$ cat config.mk
export PLATFORM = sky130hd
export DESIGN_NAME = mr_retqueue
export DESIGN_NICKNAME = d
export VERILOG_FILES = /design/src/rtl/mr_retqueue.sv
export SDC_FILE = /design/constraint.sdc
export NUM_CORES = 1
export LEC_CHECK = 0
export CAP_MARGIN = 20
export CORE_MARGIN = 5
export CORE_UTILIZATION = 40
export DETAILED_ROUTE_END_ITERATION = 8
export PLACE_DENSITY = 0.6
export SKIP_CTS_REPAIR_TIMING = 1
export SYNTH_ARGS = -nofsm -noshare
export SYNTH_HDL_FRONTEND = slang
export SYNTH_SLANG_ARGS = --single-unit
$ cat constraint.sdc
create_clock -name clk -period 21.6 [get_ports clk]
set_input_delay 4.32 -clock clk [delete_from_list [all_inputs] [get_ports clk]]
set_output_delay 4.32 -clock clk [all_outputs]
set_load 0.01 [all_outputs]
$ cat src/rtl/mr_retqueue.sv
// In-order retire queue: allocates instruction IDs, takes out-of-order completions,
// retires one per cycle and flushes on a mispredicted next PC. Optional macro: MR_RETQ_PERF_EN.
`ifndef XLEN
`define XLEN 32
`endif
`ifndef INSTID_BITS
`define INSTID_BITS 3
`endif

module mr_retqueue #(
  parameter int                ID_BITS   = `INSTID_BITS,
  parameter logic [`XLEN-1:0]  RESET_VEC = '0
) (
  input  logic                 clk,
  input  logic                 rst,
  input  logic                 inst_alloc,
  input  logic [`XLEN-1:0]     inst_alloc_pc,
  output logic                 inst_buffer_full,
  output logic [ID_BITS-1:0]   next_inst_id,
  input  logic                 cpl_valid,
  input  logic [ID_BITS-1:0]   cpl_id,
  input  logic [`XLEN-1:0]     cpl_next_pc,
  input  logic [4:0]           cpl_rd,
  input  logic                 cpl_rd_we,
  input  logic [`XLEN-1:0]     cpl_rd_val,
  output logic                 ret_valid,
  output logic [`XLEN-1:0]     ret_pc,
  output logic [4:0]           ret_rd,
  output logic                 ret_rd_we,
  output logic [`XLEN-1:0]     ret_rd_val,
  output logic [`XLEN-1:0]     wb_pc,
  output logic                 wb_pc_valid,
  output logic [ID_BITS:0]     occupancy
`ifdef MR_RETQ_PERF_EN
  ,
  output logic [63:0]          perf_retired,
  output logic [31:0]          perf_flushes
`endif
);

  localparam int DEPTH = 1 << ID_BITS;
  localparam int XL    = `XLEN;

  logic [ID_BITS:0]   head_q, head_d, tail_q, tail_d;
  logic [DEPTH-1:0]   done_q, done_d;

  logic [XL-1:0]      pc_mem  [DEPTH];
  logic [XL-1:0]      npc_mem [DEPTH];
  logic [XL-1:0]      val_mem [DEPTH];
  logic [4:0]         rd_mem  [DEPTH];
  logic [DEPTH-1:0]   we_mem;

  logic               ret_valid_q, ret_rd_we_q, wb_pc_valid_q;
  logic [XL-1:0]      ret_pc_q, ret_rd_val_q, wb_pc_q;
  logic [4:0]         ret_rd_q;

  logic [ID_BITS-1:0] head_idx, tail_idx, cpl_off;
  logic [ID_BITS:0]   occ;
  logic               full, empty, cpl_in_win, cpl_ok, alloc_ok, retire, redirect;

  assign head_idx   = head_q[ID_BITS-1:0];
  assign tail_idx   = tail_q[ID_BITS-1:0];
  assign occ        = tail_q - head_q;
  assign full       = (occ == (ID_BITS+1)'(DEPTH));
  assign empty      = (head_q == tail_q);
  // Window test: distance from head (mod DEPTH) must be below the live count.
  assign cpl_off    = cpl_id - head_idx;
  assign cpl_in_win = ({1'b0, cpl_off} < occ);
  assign cpl_ok     = cpl_valid & ~wb_pc_valid_q & cpl_in_win & ~done_q[cpl_id];
  assign retire     = ~empty & done_q[head_idx];
  assign redirect   = retire & (npc_mem[head_idx] != pc_mem[head_idx] + XL'(4));
  assign alloc_ok   = inst_alloc & ~full & ~wb_pc_valid_q & ~redirect;

  always_comb begin
    head_d = head_q;
    tail_d = tail_q;
    done_d = done_q;
    if (retire) begin
      head_d           = head_q + 1'b1;
      done_d[head_idx] = 1'b0;
    end
    if (cpl_ok)
      done_d[cpl_id] = 1'b1;
    if (alloc_ok) begin
      done_d[tail_idx] = 1'b0;
      tail_d           = tail_q + 1'b1;
    end
    if (redirect) begin
      done_d = '0;
      tail_d = head_q + 1'b1;
    end
  end

  always_ff @(posedge clk or posedge rst) begin
    if (rst) begin
      head_q        <= '0;
      tail_q        <= '0;
      done_q        <= '0;
      ret_valid_q   <= 1'b0;
      ret_rd_we_q   <= 1'b0;
      ret_pc_q      <= '0;
      ret_rd_q      <= '0;
      ret_rd_val_q  <= '0;
      wb_pc_valid_q <= 1'b0;
      wb_pc_q       <= RESET_VEC;
    end else begin
      head_q        <= head_d;
      tail_q        <= tail_d;
      done_q        <= done_d;
      ret_valid_q   <= retire;
      ret_rd_we_q   <= retire & we_mem[head_idx];
      wb_pc_valid_q <= redirect;
      if (retire) begin
        ret_pc_q     <= pc_mem[head_idx];
        ret_rd_q     <= rd_mem[head_idx];
        ret_rd_val_q <= val_mem[head_idx];
      end
      if (redirect)
        wb_pc_q <= npc_mem[head_idx];
    end
  end

  // Payload storage needs no reset: done bits gate every read.
  for (genvar gi = 0; gi < DEPTH; gi++) begin : g_entry
    always_ff @(posedge clk) begin
      if (alloc_ok && tail_idx == ID_BITS'(gi))
        pc_mem[gi] <= inst_alloc_pc;
      if (cpl_ok && cpl_id == ID_BITS'(gi)) begin
        npc_mem[gi] <= cpl_next_pc;
        rd_mem[gi]  <= cpl_rd;
        we_mem[gi]  <= cpl_rd_we;
        val_mem[gi] <= cpl_rd_val;
      end
    end
  end

`ifdef MR_RETQ_PERF_EN
  logic [63:0] perf_retired_q;
  logic [31:0] perf_flushes_q;
  always_ff @(posedge clk or posedge rst) begin
    if (rst) begin
      perf_retired_q <= '0;
      perf_flushes_q <= '0;
    end else begin
      perf_retired_q <= perf_retired_q + {63'd0, ret_valid_q};
      perf_flushes_q <= perf_flushes_q + {31'd0, wb_pc_valid_q};
    end
  end
  assign perf_retired = perf_retired_q;
  assign perf_flushes = perf_flushes_q;
`endif

`ifndef SYNTHESIS
  always @(posedge clk) begin
    if (!rst) begin
      assert (!(inst_alloc && full))
        else $warning("mr_retqueue: allocation while full ignored");
      assert (!(cpl_valid && !wb_pc_valid_q && cpl_in_win && done_q[cpl_id]))
        else $warning("mr_retqueue: completion of already-done entry ignored");
    end
  end
`endif

  assign inst_buffer_full = full;
  assign next_inst_id     = tail_idx;
  assign occupancy        = occ;
  assign ret_valid        = ret_valid_q;
  assign ret_pc           = ret_pc_q;
  assign ret_rd           = ret_rd_q;
  assign ret_rd_we        = ret_rd_we_q;
  assign ret_rd_val       = ret_rd_val_q;
  assign wb_pc            = wb_pc_q;
  assign wb_pc_valid      = wb_pc_valid_q;

endmodule

### After elaboration in Yosys (flattened, before gate mapping)

Memories as Yosys holds them, arrays and structs flattened. A register that Yosys moved wholly into a read port is not among the register bits.
Index checks and enable logic that the tools add are counted.

* register bits after elaboration: 91
* memory bits (writable): 808
* bits of input ports: 109
* output and inout bits: 112
* word-level logic and storage cells: 252
* memories: 4

Memories
* npc_mem: words 8, width 32, read ports 1, clocked after Yosys merged registers in 0, wr ports 1, line 48 `logic [XL-1:0] npc_mem [DEPTH];`
* pc_mem: words 8, width 32, read ports 1, clocked after Yosys merged registers in 0, wr ports 1, line 47 `logic [XL-1:0] pc_mem [DEPTH];`
* val_mem: words 8, width 32, read ports 1, clocked after Yosys merged registers in 1, wr ports 1, line 49 `logic [XL-1:0] val_mem [DEPTH];`
* rd_mem: words 8, width 5, read ports 1, clocked after Yosys merged registers in 1, wr ports 1, line 50 `logic [4:0] rd_mem [DEPTH];`

* add/sub/neg operators: 5
* order comparisons: 7
* eq/ne operators: 17
* mux-type cells: 134
* bitwise gates (word level): 19
* reduce and logical (&&, ||, !) cells: 50

Operators by type and width (count)
* 2-to-1 mux 32 bit: 21
* OR reduction 32 bit: 21
* 2-to-1 mux 3 bit: 28
* 2-to-1 mux 1 bit: 66
* 2-to-1 mux 5 bit: 7
* OR reduction 5 bit: 7
* adder 32 x 3 -> 32 bit (second input constant): 1
* 2-to-1 mux 8 bit: 4
* inequality test 32 bit: 1
* equality test 3 bit (second input constant): 8
* logical AND 1 bit: 19
* bitwise AND 8 bit: 2
* NOT 8 bit: 2
* equality test 3 x 2 -> 1 bit (second input constant): 4
* less-than comparator 3 x 4 -> 1 bit (second input constant): 3
* bitwise AND 1 bit: 9
* binary-select mux 1 bit (select 3 bit): 3
* demux 1 bit (select 3 bit): 3
* >= comparator 3 x 1 -> 1 bit (second input constant): 3
* adder 4 x 1 -> 4 bit (second input constant): 2
* 2-to-1 mux 4 bit: 2
* OR 8 bit: 1
* equality test 3 x 1 -> 1 bit (second input constant): 2
* zero test 3 bit: 2
* 7 further kinds: 11

### Longest topological paths before layout

* word-level depth: 17
* gate-level depth with buffers: 20
* gate-level depth less buffers: 14

### Worst setup path before layout

Ideal clock, no wire load.

* path type: input to register
* from: input port inst_alloc
* to: memory pc_mem[0][0] in the netlist's numbering (enable)
* setup time: 502 ps
* arrival: 8186 ps
* required time: 21098 ps
* path slack: 12912 ps
* stages on the path: 3
* path buffers: 1
* path through: nor3b_1 > clkbuf_1 > nor4bb_1

* cells in the longest elaborated chain, start to end: 14
* elaborated cells on any way between the ends: 48
* classes of those cells: mux: 30; bitwise: 3; reduce/logical: 15

RTL lines
* from (decl): line 16 `input logic inst_alloc,`
* bitwise AND 1 bit * (3 in a row): line 72 `assign alloc_ok = inst_alloc & ~full & ~wb_pc_valid_q & ~redirect;`
* logical AND 1 bit: line 126 `if (alloc_ok && tail_idx == ID_BITS'(gi))`
* 2-to-1 mux 1 bit: line 126
* 2-to-1 mux 1 bit (implied by the code): line 127 `pc_mem[gi] <= inst_alloc_pc;`
* OR reduction 32 bit (no line)
* 2-to-1 mux 3 bit (no line) or 2-to-1 mux 1 bit (tied branches) (7 in a row)
* to (decl): line 47

Mark *: on every way between the ends. The rest lies on a longest branch, timed or not.

### Final worst setup path

* from: input port cpl_id[0]
* to: memory npc_mem[1][17] in the netlist's numbering (enable)

* cells in the longest elaborated chain, start to end: 15
* elaborated cells on any way between the ends: 60
* classes of those cells: add/sub: 1; order compare: 1; eq/ne: 7; mux: 32; bitwise: 3; reduce/logical: 16

RTL lines
* from (decl): line 21 `input logic [ID_BITS-1:0] cpl_id,`
* subtractor 3 bit or binary-select mux 1 bit (select 3 bit) (tied branches): line 67, 69
* less-than comparator 3 x 4 -> 1 bit or 2-to-1 mux 1 bit (tied branches): line 68, 69
* bitwise AND 1 bit or NOT 1 bit (tied branches): line 69 `assign cpl_ok = cpl_valid & ~wb_pc_valid_q & cpl_in_win & ~done_q[cpl_id];`
* bitwise AND 1 bit: line 69
* logical AND 1 bit: line 128 `if (cpl_ok && cpl_id == ID_BITS'(gi)) begin`
* 2-to-1 mux 1 bit: line 128
* 2-to-1 mux 1 bit (implied by the code): line 129 `npc_mem[gi] <= cpl_next_pc;`
* OR reduction 32 bit (no line)
* 2-to-1 mux 3 bit (no line) or 2-to-1 mux 1 bit (tied branches) (7 in a row)
* to (decl): line 48

Several ways; a longest one is shown, not always the timed one. The select of a mux whose other input is x is not followed.

==> impl_metrics.json <==
{
  "yosys.area.top_type_share_pct": 66.4,
  "power_switching_mw": 2.10,
  "slew_headroom_pct": 25.8,
  "rows": 111,
  "synth_cells": 1895,
  "floorplan.die_area_sq_mm": 0.0985,
  "io-pin-count": 221,
  "firstDrtPassIters": 5,
  "worstPathMaxFanout": 39,
  "grt_pass1_vias": 19700,
  "setup_tns_ns": 0,
  "pwr-share-comb_pct": 35.4,
  "ys_seq_area_share_pct": 74.5,
  "syn_area_per_cell_sq_um": 19.5,
  "crit_arrival_ns": 8.33,
  "period_share_pct": 37.3,
  "synth_xor_area_share_pct": 1.33,
  "ir_drop_uv": 114,
  "htreeDepth": 3,
  "ys_warn_count": 0,
  "finalHoldViolCount": 0,
  "die_w_microns": 314,
  "reg2reg_slack_ns": 14.86,
  "p_per_area_mw_per_mm2": 145,
  "r2r-start": "head_q[0]$_DFFE_PP0P_",
  "min_period_ns": 8.06,
  "gp_congestion": 0.818,
  "port_buffers": 220,
  "p_sw_share_pct": 33.2,
  "wl_met3_microns": 5690,
  "critPathCaptureType": "register",
  "hold_path.class": "reg2reg",
  "clkLatencyLatePin_ns": 0.65,
  "grt_max_degree": 96,
  "synth_top_cell_by_area": "edfxtp_1",
  "fin_hold_ws_ns": 0.518,
  "tightest_slew_ns": 1.11,
  "cts_buffer_depth": 3,
  "required_ns": 21.87,
  "fin_nets": 2278,
  "synth_top_family_by_area": "multiplexers",
  "synthSimpleGateAreaFrac_pct": 3.59,
  "synthAdderAreaFrac_pct": 0.583,
  "synth_area_leaders": "edfxtp_1 66%, mux4_2 13%, dfrtp_1 8.1%",
  "min_path_cells": 1,
  "grtUsageTotal_pct": 18.3,
  "start_kind": "input port",
  "crit_type": "in2reg",
  "p_int_mw": 4.24,
  "holdPathEnd": "wb_pc[13]$_DFFE_PP0N_",
  "postRouteWirelength_microns": 89800,
  "slowest_stage": "buf_4",
  "synth_edf_count": 816,
  "cts_root_buffer": "clkbuf_16",
  "cts_tree": "done",
  "synth_compound_area_share_pct": 2.39,
  "synth_ff_type": "edfxtp_1",
  "top_layer": "met5",
  "clkPwrFrac_pct": 25.7,
  "fmax_mhz": 124,
  "p_leak_nw": 14.5,
  "met1_length_microns": 38200,
  "vias_per_cell": 5.44,
  "synth_cell_types": 63,
  "area_delta_synth_final_pct": 18.3,
  "grt_overflow": 0,
  "seqPwrFrac_pct": 38.9,
  "antenna_found_initial": 13,
  "synthMuxAreaShare_pct": 15.8,
  "drtIter0Drc": 1464,
  "vias": 18600,
  "wl_met2_microns": 44400,
  "max_stage_delay_ns": 0.67,
  "ys_seq_elements": 936,
  "min_from": "wb_pc[13]$_DFFE_PP0N_",
  "crit_chain": "clkdlybuf4s50_1, inv_1, ha_1, inv_1, fa_1, ha_1, a21boi_0, o21a_1, o21ai_0, and4b_1, nor2b_1, nand2_1, inv_4, buf_4",
  "status": "complete, no violations",
  "dpl.hpwl_microns": 54800,
  "async_reset_ff_share_pct": 12.8,
  "synth_nets": 2020,
  "ant_nets": 0,
  "grt_first_pass_wirelength_microns": 134000,
  "r2r_end": "wb_pc[14]$_DFFE_PP0N_",
  "skew_ns": 0.0280,
  "clk_pin_slew_ns": 0.06,
  "grt_setup_unrepaired": "false",
  "drive_gt1_share_pct": 19.4,
  "mappedNetlistArea_sq_mm": 0.0369,
  "drv_cap": 0,
  "finish.utilization_pct": 47.6,
  "wire_per_inst_microns": 26.2,
  "numCtsBuffers": 94,
  "drv_slew": 0,
  "start_util_pct": 40.3,
  "drc": 0,
  "setup_violations": 0,
  "die_h_microns": 314,
  "clkSinkCount": 936,
  "reg2reg_depth": 14,
  "core_sq_mm": 0.0917
}
## per-layer routing
layer  vias up  global-route usage (%)
met1      9841                    25.1
met2       533                    30.3
li1       8099                       -
met4        10                    3.23
met5         -                       0
met3       119                    4.51
## critical path, delay by kind of cell
family                     cells  cell delay (ns)
and+or+nand+nor                3             0.64
adders and majority gates      3             0.91
buffers and inverters          5             1.93
AOI/OAI and AO/OA              3             0.44
## synthesized netlist by cell type, drive strengths merged (3+ instances only)
master,count
edfxtp,816
mux4,214
nand2,148
dfrtp,120
nor2,91
mux2i,79
buf,54
inv,46
a31oi,43
clkbuf,39
xnor2,36
a21oi,31
nand3,22
xor2,20
mux2,15
ha,14
o21ai,14
nor3,9
nor4,7
a221oi,6
o21a,6
nand4,5
and2,4
or3,4
a2111oi,3
a22oi,3
nand2b,3
nor3b,3
nor4bb,3
o22ai,3
o31ai,3
## cell type report
cell class,instances,area (sq um)
multi-input combinational,819,8850
fill,7619,48000
tap,1186,1480
inverter,47,201
sequential,936,27500
clock buffer,139,2720
clock inverter,36,398
timing repair buffer,255,2490
antenna,4,10.0
## layout by cell type, fill, tap and decap left out, types with 20 or more instances in the layout
cell,synthesis,layout
nand2_1,148,148
clkbuf_1,39,29
a21oi_1,30,30
nor2_1,91,86
edfxtp_1,816,816
mux4_2,214,214
xor2_1,20,20
nand3_1,22,22
clkbuf_16,0,97
xnor2_1,36,36
inv_1,46,38
buf_4,9,33
dfrtp_1,120,117
a31oi_1,43,43
mux2i_1,77,77
clkdlybuf4s50_1,0,220
## per-stage QoR
step / setup slack [ns] / area, sq um / instances / power, mW
finish: 13.54 / 43700 / 3422 / 6.34
global route: 13.26 / 43700 / 3418 / 6.67
CTS: 13.53 / 43700 / 3418 / 6.42
detailed placement: 12.81 / 40500 / 3243 / 4.78
global placement: 12.85 / 40500 / 3243 / 4.75
floorplan: 12.91 / 36900 / 1895 / 3.90
## cells by family after synthesis
kind of cell    count (synthesis)
buf+inv                       140
compound gates                130
xor+xnor                       56
simple gates                  309
mux                           308
flops                         936
fa+ha+maj                      16
## state kept, by name, indices dropped and copies added (netlist names)
name and count:
done_q 8, head_q 4, npc_mem 256, pc_mem 256, rd_mem 40, ret_pc 32
ret_rd 5, ret_rd_val 32, ret_rd_we 1, ret_valid 1, tail_q 4, val_mem 256
wb_pc 32, wb_pc_valid 1, we_mem 8
## how the worst max path moves through the flow
stage / endpoint / from / cells after the start / slack [ns]
floorplan: pc_mem[0][0]$_DFFE_PP_ / inst_alloc / 3 / 12.91
global placement: done_q[3]$_DFF_PP0_ / cpl_id[0] / 15 / 12.85
detailed placement: done_q[3]$_DFF_PP0_ / cpl_id[0] / 15 / 12.81
global route: done_q[3]$_DFF_PP0_ / cpl_id[0] / 15 / 13.26
finish: npc_mem[1][17]$_DFFE_PP_ / cpl_id[0] / 14 / 13.54
CTS: done_q[3]$_DFF_PP0_ / cpl_id[0] / 15 / 13.53
## power by group through the flow
stage	clock (mW)	sequential [mW]	combinational, mW
after floorplan	0	2.46	1.44
after global placement	0	2.49	2.26
after detailed placement	0	2.50	2.27
after CTS	1.67	2.47	2.28
after global routing	1.74	2.50	2.42
final	1.63	2.47	2.24
(Power assumes the default switching activity.)
